===== src/rtl/serial_addsub_if.sv =====
// Handshake and operand/result bundle for the digit-serial adder/subtractor.
// The requester drives the master side; the serial_addsub block is the slave.
interface serial_addsub_if #(
  parameter int unsigned WIDTH = 16
);

  logic             start;
  logic             ready;
  logic             sub;
  logic [WIDTH-1:0] a_input;
  logic [WIDTH-1:0] b_input;
  logic             c_input;
  logic [WIDTH-1:0] sum;
  logic             carryout;
  logic             overflow;
  logic             done;
  logic             busy;

  modport master (
    output start, sub, a_input, b_input, c_input,
    input  ready, sum, carryout, overflow, done, busy
  );

  modport slave (
    input  start, sub, a_input, b_input, c_input,
    output ready, sum, carryout, overflow, done, busy
  );

endinterface


===== src/rtl/serial_addsub.sv =====
// Digit-serial adder/subtractor: CHUNK bits per clock, LSB chunk first, with a
// start/ready/done handshake, subtract mode and signed-overflow reporting.
module serial_addsub #(
  parameter int unsigned WIDTH = 16,
  parameter int unsigned CHUNK = 4
) (
  input  logic           clk,
  input  logic           rst,
  serial_addsub_if.slave bus
);

  localparam int unsigned N     = WIDTH / CHUNK;
  localparam int unsigned CNT_W = (N > 1) ? $clog2(N) : 1;

  typedef enum logic [1:0] {
    S_IDLE = 2'd0,
    S_RUN  = 2'd1,
    S_DONE = 2'd2
  } state_t;

  state_t state_q, state_n;

  // Working state of the operation in flight
  logic [WIDTH-1:0] a_q;
  logic [WIDTH-1:0] b_q;
  logic [WIDTH-1:0] res_q;
  logic             carry_q;
  logic [CNT_W-1:0] cnt_q;

  // Visible results and handshake flags
  logic [WIDTH-1:0] sum_q;
  logic             carryout_q;
  logic             overflow_q;
  logic             ready_q;
  logic             busy_q;
  logic             done_q;

  logic             ready_n;
  logic             busy_n;
  logic             done_n;

  logic             accept;
  logic             last_chunk;
  logic [CHUNK:0]   chunk_sum;
  logic [WIDTH-1:0] res_n;
  logic             top_a;
  logic             top_b;
  logic             top_s;

  assign accept     = (state_q == S_IDLE) && bus.start;
  assign last_chunk = (cnt_q == CNT_W'(N - 1));

  // One chunk of the ripple: lowest unprocessed bits plus the running carry
  assign chunk_sum = {1'b0, a_q[CHUNK-1:0]}
                   + {1'b0, b_q[CHUNK-1:0]}
                   + (CHUNK + 1)'(carry_q);

  // Chunk sum enters the result register from the MSB side
  assign res_n = (res_q >> CHUNK)
               | (WIDTH'(chunk_sum[CHUNK-1:0]) << (WIDTH - CHUNK));

  // Sign bits seen during the last chunk decide signed overflow
  assign top_a = a_q[CHUNK-1];
  assign top_b = b_q[CHUNK-1];
  assign top_s = chunk_sum[CHUNK-1];

  // State register
  always_ff @(posedge clk) begin
    if (rst) begin
      state_q <= S_IDLE;
    end else begin
      state_q <= state_n;
    end
  end

  // Next-state logic
  always_comb begin
    state_n = state_q;
    case (state_q)
      S_IDLE: begin
        if (bus.start) begin
          state_n = S_RUN;
        end
      end
      S_RUN: begin
        if (last_chunk) begin
          state_n = S_DONE;
        end
      end
      S_DONE: begin
        state_n = S_IDLE;
      end
      default: begin
        state_n = S_IDLE;
      end
    endcase
  end

  // Handshake flags follow the state being entered so they register cleanly
  always_comb begin
    ready_n = 1'b0;
    busy_n  = 1'b0;
    done_n  = 1'b0;
    case (state_n)
      S_IDLE:  ready_n = 1'b1;
      S_RUN:   busy_n  = 1'b1;
      S_DONE: begin
        busy_n = 1'b1;
        done_n = 1'b1;
      end
      default: ready_n = 1'b1;
    endcase
  end

  always_ff @(posedge clk) begin
    if (rst) begin
      ready_q <= 1'b1;
      busy_q  <= 1'b0;
      done_q  <= 1'b0;
    end else begin
      ready_q <= ready_n;
      busy_q  <= busy_n;
      done_q  <= done_n;
    end
  end

  // Operand capture and chunk-by-chunk processing
  always_ff @(posedge clk) begin
    if (rst) begin
      a_q     <= '0;
      b_q     <= '0;
      res_q   <= '0;
      carry_q <= 1'b0;
      cnt_q   <= '0;
    end else if (accept) begin
      a_q     <= bus.a_input;
      b_q     <= bus.sub ? ~bus.b_input : bus.b_input;
      carry_q <= bus.sub ? ~bus.c_input : bus.c_input;
      res_q   <= '0;
      cnt_q   <= '0;
    end else if (state_q == S_RUN) begin
      a_q     <= a_q >> CHUNK;
      b_q     <= b_q >> CHUNK;
      res_q   <= res_n;
      carry_q <= chunk_sum[CHUNK];
      cnt_q   <= cnt_q + CNT_W'(1);
    end
  end

  // Results only change at completion, so partial sums never leak out
  always_ff @(posedge clk) begin
    if (rst) begin
      sum_q      <= '0;
      carryout_q <= 1'b0;
      overflow_q <= 1'b0;
    end else if ((state_q == S_RUN) && last_chunk) begin
      sum_q      <= res_n;
      carryout_q <= chunk_sum[CHUNK];
      overflow_q <= (top_a == top_b) && (top_s != top_a);
    end
  end

  assign bus.ready    = ready_q;
  assign bus.busy     = busy_q;
  assign bus.done     = done_q;
  assign bus.sum      = sum_q;
  assign bus.carryout = carryout_q;
  assign bus.overflow = overflow_q;

endmodule


===== src/flat_wrapper.sv =====
// flat-port wrapper written by rule: the top's interface ports become plain ports
module serial_addsub_flat 
#(
  parameter int unsigned WIDTH = 16,
  parameter int unsigned CHUNK = 4
)
  (clk, rst, bus_start, bus_sub, bus_a_input, bus_b_input, bus_c_input, bus_ready, bus_sum, bus_carryout, bus_overflow, bus_done, bus_busy);
  serial_addsub_if #(.WIDTH(WIDTH)) bus_i ();
  input  logic clk;
  input  logic rst;
  input wire logic [$bits(bus_i.start)-1:0] bus_start;
  input wire logic [$bits(bus_i.sub)-1:0] bus_sub;
  input wire logic [$bits(bus_i.a_input)-1:0] bus_a_input;
  input wire logic [$bits(bus_i.b_input)-1:0] bus_b_input;
  input wire logic [$bits(bus_i.c_input)-1:0] bus_c_input;
  output wire logic [$bits(bus_i.ready)-1:0] bus_ready;
  output wire logic [$bits(bus_i.sum)-1:0] bus_sum;
  output wire logic [$bits(bus_i.carryout)-1:0] bus_carryout;
  output wire logic [$bits(bus_i.overflow)-1:0] bus_overflow;
  output wire logic [$bits(bus_i.done)-1:0] bus_done;
  output wire logic [$bits(bus_i.busy)-1:0] bus_busy;
  assign bus_i.start = bus_start;
  assign bus_i.sub = bus_sub;
  assign bus_i.a_input = bus_a_input;
  assign bus_i.b_input = bus_b_input;
  assign bus_i.c_input = bus_c_input;
  assign bus_ready = bus_i.ready;
  assign bus_sum = bus_i.sum;
  assign bus_carryout = bus_i.carryout;
  assign bus_overflow = bus_i.overflow;
  assign bus_done = bus_i.done;
  assign bus_busy = bus_i.busy;
  serial_addsub #(.WIDTH(WIDTH), .CHUNK(CHUNK)) u_core (.clk(clk), .rst(rst), .bus(bus_i));
endmodule

===== config.mk =====
export PLATFORM = sky130hd
export DESIGN_NAME = serial_addsub_flat
export DESIGN_NICKNAME = d
export VERILOG_FILES = /design/src/rtl/serial_addsub_if.sv /design/src/rtl/serial_addsub.sv /design/src/flat_wrapper.sv
export SDC_FILE = /design/constraint.sdc
export NUM_CORES = 1
export LEC_CHECK = 0
export ABC_CLOCK_PERIOD_IN_PS = 4200
export CORE_MARGIN = 5
export CORE_UTILIZATION = 55
export DETAILED_ROUTE_END_ITERATION = 16
export GPL_TIMING_DRIVEN = 0
export PLACE_DENSITY_LB_ADDON = 0.1
export SLEW_MARGIN = 20
export SYNTH_ARGS = -nofsm -noshare
export SYNTH_HDL_FRONTEND = slang
export SYNTH_SLANG_ARGS = --single-unit
export TNS_END_PERCENT = 10

===== constraint.sdc =====
create_clock -name clk -period 4.2 [get_ports clk]
set_input_delay 1.26 -clock clk [delete_from_list [all_inputs] [get_ports clk]]
set_output_delay 1.26 -clock clk [all_outputs]
set_load 0.03 [all_outputs]

Yosys cells after proc, flatten, opt, wreduce, memory -nomap -nowiden
Index checks and enable logic that the tools add are counted.
{ "classes": {"n_addsub": 3, "eq_ne": 6, "n_mux": 14, "bitwise_logic": 3, "n_reduce_logical": 7} }
{ "op_table": {"columns": ["operator", "n"], "rows": [
  ["$mux W16", 5],
  ["$not A16 Y16", 1],
  ["$or A12 B16 Y16", 1],
  ["$mux W1", 6],
  ["$add A4 B4 Y5", 1],
  ["$add A5 B1 Y5", 1],
  ["$eq A2 B1 Y1 const B", 2],
  ["$eq A2 B2 Y1 const B", 2],
  ["$mux W2", 2],
  ["$pmux W2 S2", 1],
  ["$reduce_or A2 Y1", 2],
  ["$logic_and A1 B1 Y1", 3],
  ["$add A2 B1 Y2 const B", 1],
  ["$logic_not A2 Y1", 1],
  ["$reduce_bool A2 Y1", 1],
  ["$eq A1 B1 Y1", 1],
  ["$ne A1 B1 Y1", 1],
  ["$not A1 Y1", 1]
]} }
{ "totals": {"ff_bits": 74, "output_inout_bits": 21, "word_cells": 45} }

Longest topological paths before layout
{ "depth": {"ltp_word": 6, "depth_mapped": 7} }

Worst setup path before layout
No wires, ideal clock.
{ "synth_timing": {"kind": "input to register", "start": "input port bus_start", "end": "register u_core.ready_q, in the netlist u_core.bus.ready", "arrival_ps": 2172, "required_time_ps": 4073, "slack_ps": 1901, "cell_stages": 5, "cell_sequence": "o21ba_4 -> buf_4 -> nand2_1 -> ha_1 -> or2_2"} }
{ "synth_between": {"elab_chain_len": 5, "elab_cells_between_ends": 6, "classes_between": "eq/ne: 2; mux: 3; reduce/logical: 1"} }
{ "synth_lines": {"columns": ["element", "line", "text"], "rows": [
  ["from (decl)", "flat_wrapper.sv:11", "input wire logic [$bits(bus_i.start)-1:0] bus_start;"],
  ["$mux W2 (*)", "serial_addsub.sv:81", "if (bus.start) begin"],
  ["$pmux W2 S2 (*)", "serial_addsub.sv:79", "case (state_q)"],
  ["$eq A2 B1 Y1 or $eq A2 B2 Y1 (tied branches)", "serial_addsub.sv:104", "case (state_n)"],
  ["$reduce_or A2 Y1 (no line) (*)", null, null],
  ["$mux W1 (*)", "serial_addsub.sv:104", null],
  ["via u_core.ready_n", "serial_addsub.sv:38", "logic ready_n;"],
  ["to (signal assigned)", "serial_addsub.sv:121", "ready_q <= ready_n;"],
  ["to (decl)", "serial_addsub.sv:34", "logic ready_q;"]
]} }
The timed path passes the listed nets; every way through them passes the cells marked *.
A chain may end at the register's enable or synchronous reset.

Worst setup path after layout
{ "layout_timing": {"start": "input port rst", "end": "register u_core.a_q[8]"} }
{ "layout_lines": {"columns": ["element", "line", "text"], "rows": [
  ["from (decl)", "flat_wrapper.sv:10", "input logic rst;"],
  ["to (signal assigned)", "serial_addsub.sv:136", "a_q <= bus.a_input;"],
  ["to (signal assigned)", "serial_addsub.sv:142", "a_q <= a_q >> CHUNK;"],
  ["to (decl)", "serial_addsub.sv:24", "logic [WIDTH-1:0] a_q;"]
]} }
No word-level cell between the ends.

==> results.py <==
metrics = {
    "grt": {
        "grt_pass1_vias": 2371,
        "antenna_found_initial": 0,
        "grt_pass1_wl_um": 11030,
        "track_usage_pct": 19.76,
        "overflow": 0,
        "grt_max_degree": 12,
        "grt_busiest_layer": "met2",
        "gr-usage-met2_pct": 34.13,
        "use_met3_pct": 3.850,
        "met1_usage_pct": 23.41,
    },
    "cells_and_area": {
        "multi_input_area_um2": 1438,
        "layout_commonest_cell": "dfxtp_1",
        "num-fill-cells": 412,
        "layout_common_cells": "dfxtp_1, nand2_1, clkdlybuf4s50_1",
        "diodes": 0,
        "final-seq-area_um2": 1401,
        "final_nets": 439,
        "area_growth_pct": 28.56,
        "drive_gt1_share_pct": 10.28,
        "final_util_pct": 74.01,
    },
    "pwr": {
        "p_int_w": 0.001103,
        "ir_drop_uv": 340.9,
        "leakagePower_nw": 1.460,
        "pwr-share-comb_pct": 12.7,
        "p_seq_share_pct": 49.1,
        "power_density_nw_per_um2": 378.8,
        "p_switching_w": 0.0003566,
        "p_sw_share_pct": 24.44,
        "clkPwrFrac_pct": 38.2,
    },
    "drt": {
        "wl_per_cell_um": 14.83,
        "dr.first_iter.drc_count": 99,
        "drt_first_pass_iters": 5,
        "drt_wl_total_um": 6953,
        "drc": 0,
        "antenna_left": 0,
        "num_vias": 2579,
        "vias_per_cell": 5.499,
    },
    "synthesis": {
        "ys_ff_latch": 70,
        "synth_cell_types": 42,
        "syn-cell-area_um2": 2997,
        "synth.avg_cell_area_um2": 9.136,
        "synth_edf_count": 0,
        "yosys_warnings": 0,
        "syn_nets": 372,
        "seq_area_frac_synth_pct": 46.76,
        "synthesis.instances": 328,
        "async_flop_share_pct": 0,
        "synth_flop_cell": "dfxtp_1",
    },
    "setup_path": {
        "cp.arrival_ns": 2.94,
        "critPathRequiredTime_ns": 4.39,
        "cp_max_fo": 10,
        "crit_path_end_kind": "flip-flop",
        "critical_path_class": "in -> reg",
        "crit_path_start_kind": "input pin",
    },
    "sta": {
        "timing.final.crit_period_ns": 2.744,
        "grt_setup_unrepaired": "false",
        "final.setup.tns_ns": 0,
        "relSlewSlack_pct": 62.30,
        "hold_viol": 0,
        "period_share_pct": 65.33,
        "maxSlewViolCount": 0,
        "skew_ns": 0.004955,
        "setup_violations": 0,
        "fmax_mhz": 364.4,
        "worstMarginPinSlew_ns": 0.5655,
    },
    "die": {
        "io_pins": 58,
        "die_h_um": 83.82,
        "core-area_um2": 5205,
        "num_rows": 26,
        "die_area_um2": 7025,
        "initial_core_util_pct": 57.57,
        "die_x_um": 83.82,
    },
    "run_status": {
        "outcome": "completed",
    },
    "cts": {
        "post_cts_buffers": 0,
        "cts_made_buffers": 9,
        "cts_sinks": 70,
        "clockBufferDepth": 2,
        "cts-root-buf": "clkbuf_8",
        "cts_resized": 0,
        "clkLatencyLatePin_ns": 0.34,
        "cts_tree": "done",
        "cts-htree-levels": 3,
        "cts_hold_buf": 0,
        "path_clk_slew_ns": 0.07,
    },
    "place": {
        "gp_congestion": 0.7871,
        "numPortBuffers": 56,
        "dp_hpwl_um": 5010,
    },
    "worst_hold_path": {
        "hp-class": "reg -> reg",
    },
    "job": {
        "cap_violations": 0,
    },
}
## per-layer routing
layer | share of wire, % | vias to the layer above | routed length (um)
li1 | - | 1291 | -
met1 | 43 | 1210 | 3003
met2 | 50 | 66 | 3454
met3 | 5.0 | 12 | 347
met4 | 2.1 | 0 | 148
met5 | 0 | - | 0
## state kept, by name, indices dropped and copies added (netlist names)
register,count
u_core.carry_q,1
u_core.bus.ready,1
u_core.bus.sum,16
u_core.b_q,16
u_core.bus.busy,1
u_core.state_q,2
u_core.a_q,16
u_core.bus.carryout,1
u_core.cnt_q,2
u_core.bus.done,1
u_core.res_q,12
u_core.bus.overflow,1
## cells in the mapped netlist, types with 3 or more instances
cell | number | area (um2)
a2111oi_0 | 3 | 26.28
nor2b_1 | 3 | 18.77
inv_1 | 3 | 11.26
a211oi_1 | 14 | 105.1
a21oi_1 | 32 | 160.2
nand2_1 | 57 | 214.0
clkbuf_1 | 8 | 30.03
nand3_1 | 6 | 30.03
o22ai_1 | 12 | 75.07
buf_4 | 4 | 30.03
nor3b_1 | 3 | 22.52
a22oi_1 | 17 | 127.6
xor2_1 | 17 | 148.9
buf_2 | 8 | 40.04
dfxtp_1 | 70 | 1401
ha_1 | 5 | 62.56
o2bb2ai_1 | 12 | 105.1
nor2_1 | 22 | 82.58
buf_6 | 3 | 33.78
## stage by stage
| step | area, um2 | setup slack, ns | hold slack (ns) | total power [W] | cells |
|---|---|---|---|---|---|
| after floorplan | 2997 | 1.901 | 0.4322 | 0.0008398 | 328 |
| after global placement | 3645 | 1.185 | 0.4395 | 0.0009079 | 454 |
| after detailed placement | 3645 | 1.173 | 0.4454 | 0.0009125 | 454 |
| after CTS | 3852 | 1.511 | 0.4553 | 0.001464 | 469 |
| after global routing | 3852 | 1.397 | 0.4696 | 0.001520 | 469 |
| final | 3852 | 1.456 | 0.4519 | 0.001459 | 469 |
## worst paths after layout
| check | startpoint | to | slack, ns | cells after the start |
|---|---|---|---|---|
| hold reg to reg | u_core.bus.sum[3] | u_core.bus.sum[3] | 0.45 | 2 |
| setup reg to reg | u_core.state_q[0] | u_core.bus.busy | 2.30 | 7 |
| hold / removal | u_core.bus.sum[3] | u_core.bus.sum[3] | 0.45 | 2 |
| setup / recovery | rst | u_core.a_q[8] | 1.46 | 4 |
## critical path, stage by stage
cell	delay [ns]
clkdlybuf4s50_1	0.61
clkbuf_1	0.43
buf_1	0.50
a211oi_1	0.13
## cell type report
cell class | count | share of cell area, %
buffer | 25 | 3.703
clock buffer | 12 | 4.287
clock inverter | 3 | 1.104
inverter | 4 | 0.3897
multi-input combinational | 229 | 37.32
sequential | 70 | 36.38
tap | 70 | 2.273
timing repair buffer | 56 | 14.55
## cell families (layout without fill, tap and decap cells)
logic type,after synthesis,in the layout,synth area share [%]
fa+ha+maj,7,7,3.424
flops,70,70,46.76
xor+xnor,19,19,5.553
compound gates,97,97,22.21
buf+inv,29,100,5.261
simple gates,106,106,16.79
## power groups by stage
stage          Clock [W]  Combinational (W)  Sequential [W]
4_1_cts         0.000565           0.000185        0.000715
3_3_place_gp           0           0.000179        0.000729
3_5_place_dp           0           0.000183        0.000729
6_report        0.000557           0.000186        0.000716
5_1_grt         0.000597           0.000205        0.000718
2_1_floorplan          0           0.000114        0.000726
No activity file was read; power rests on OpenSTA's default activity.
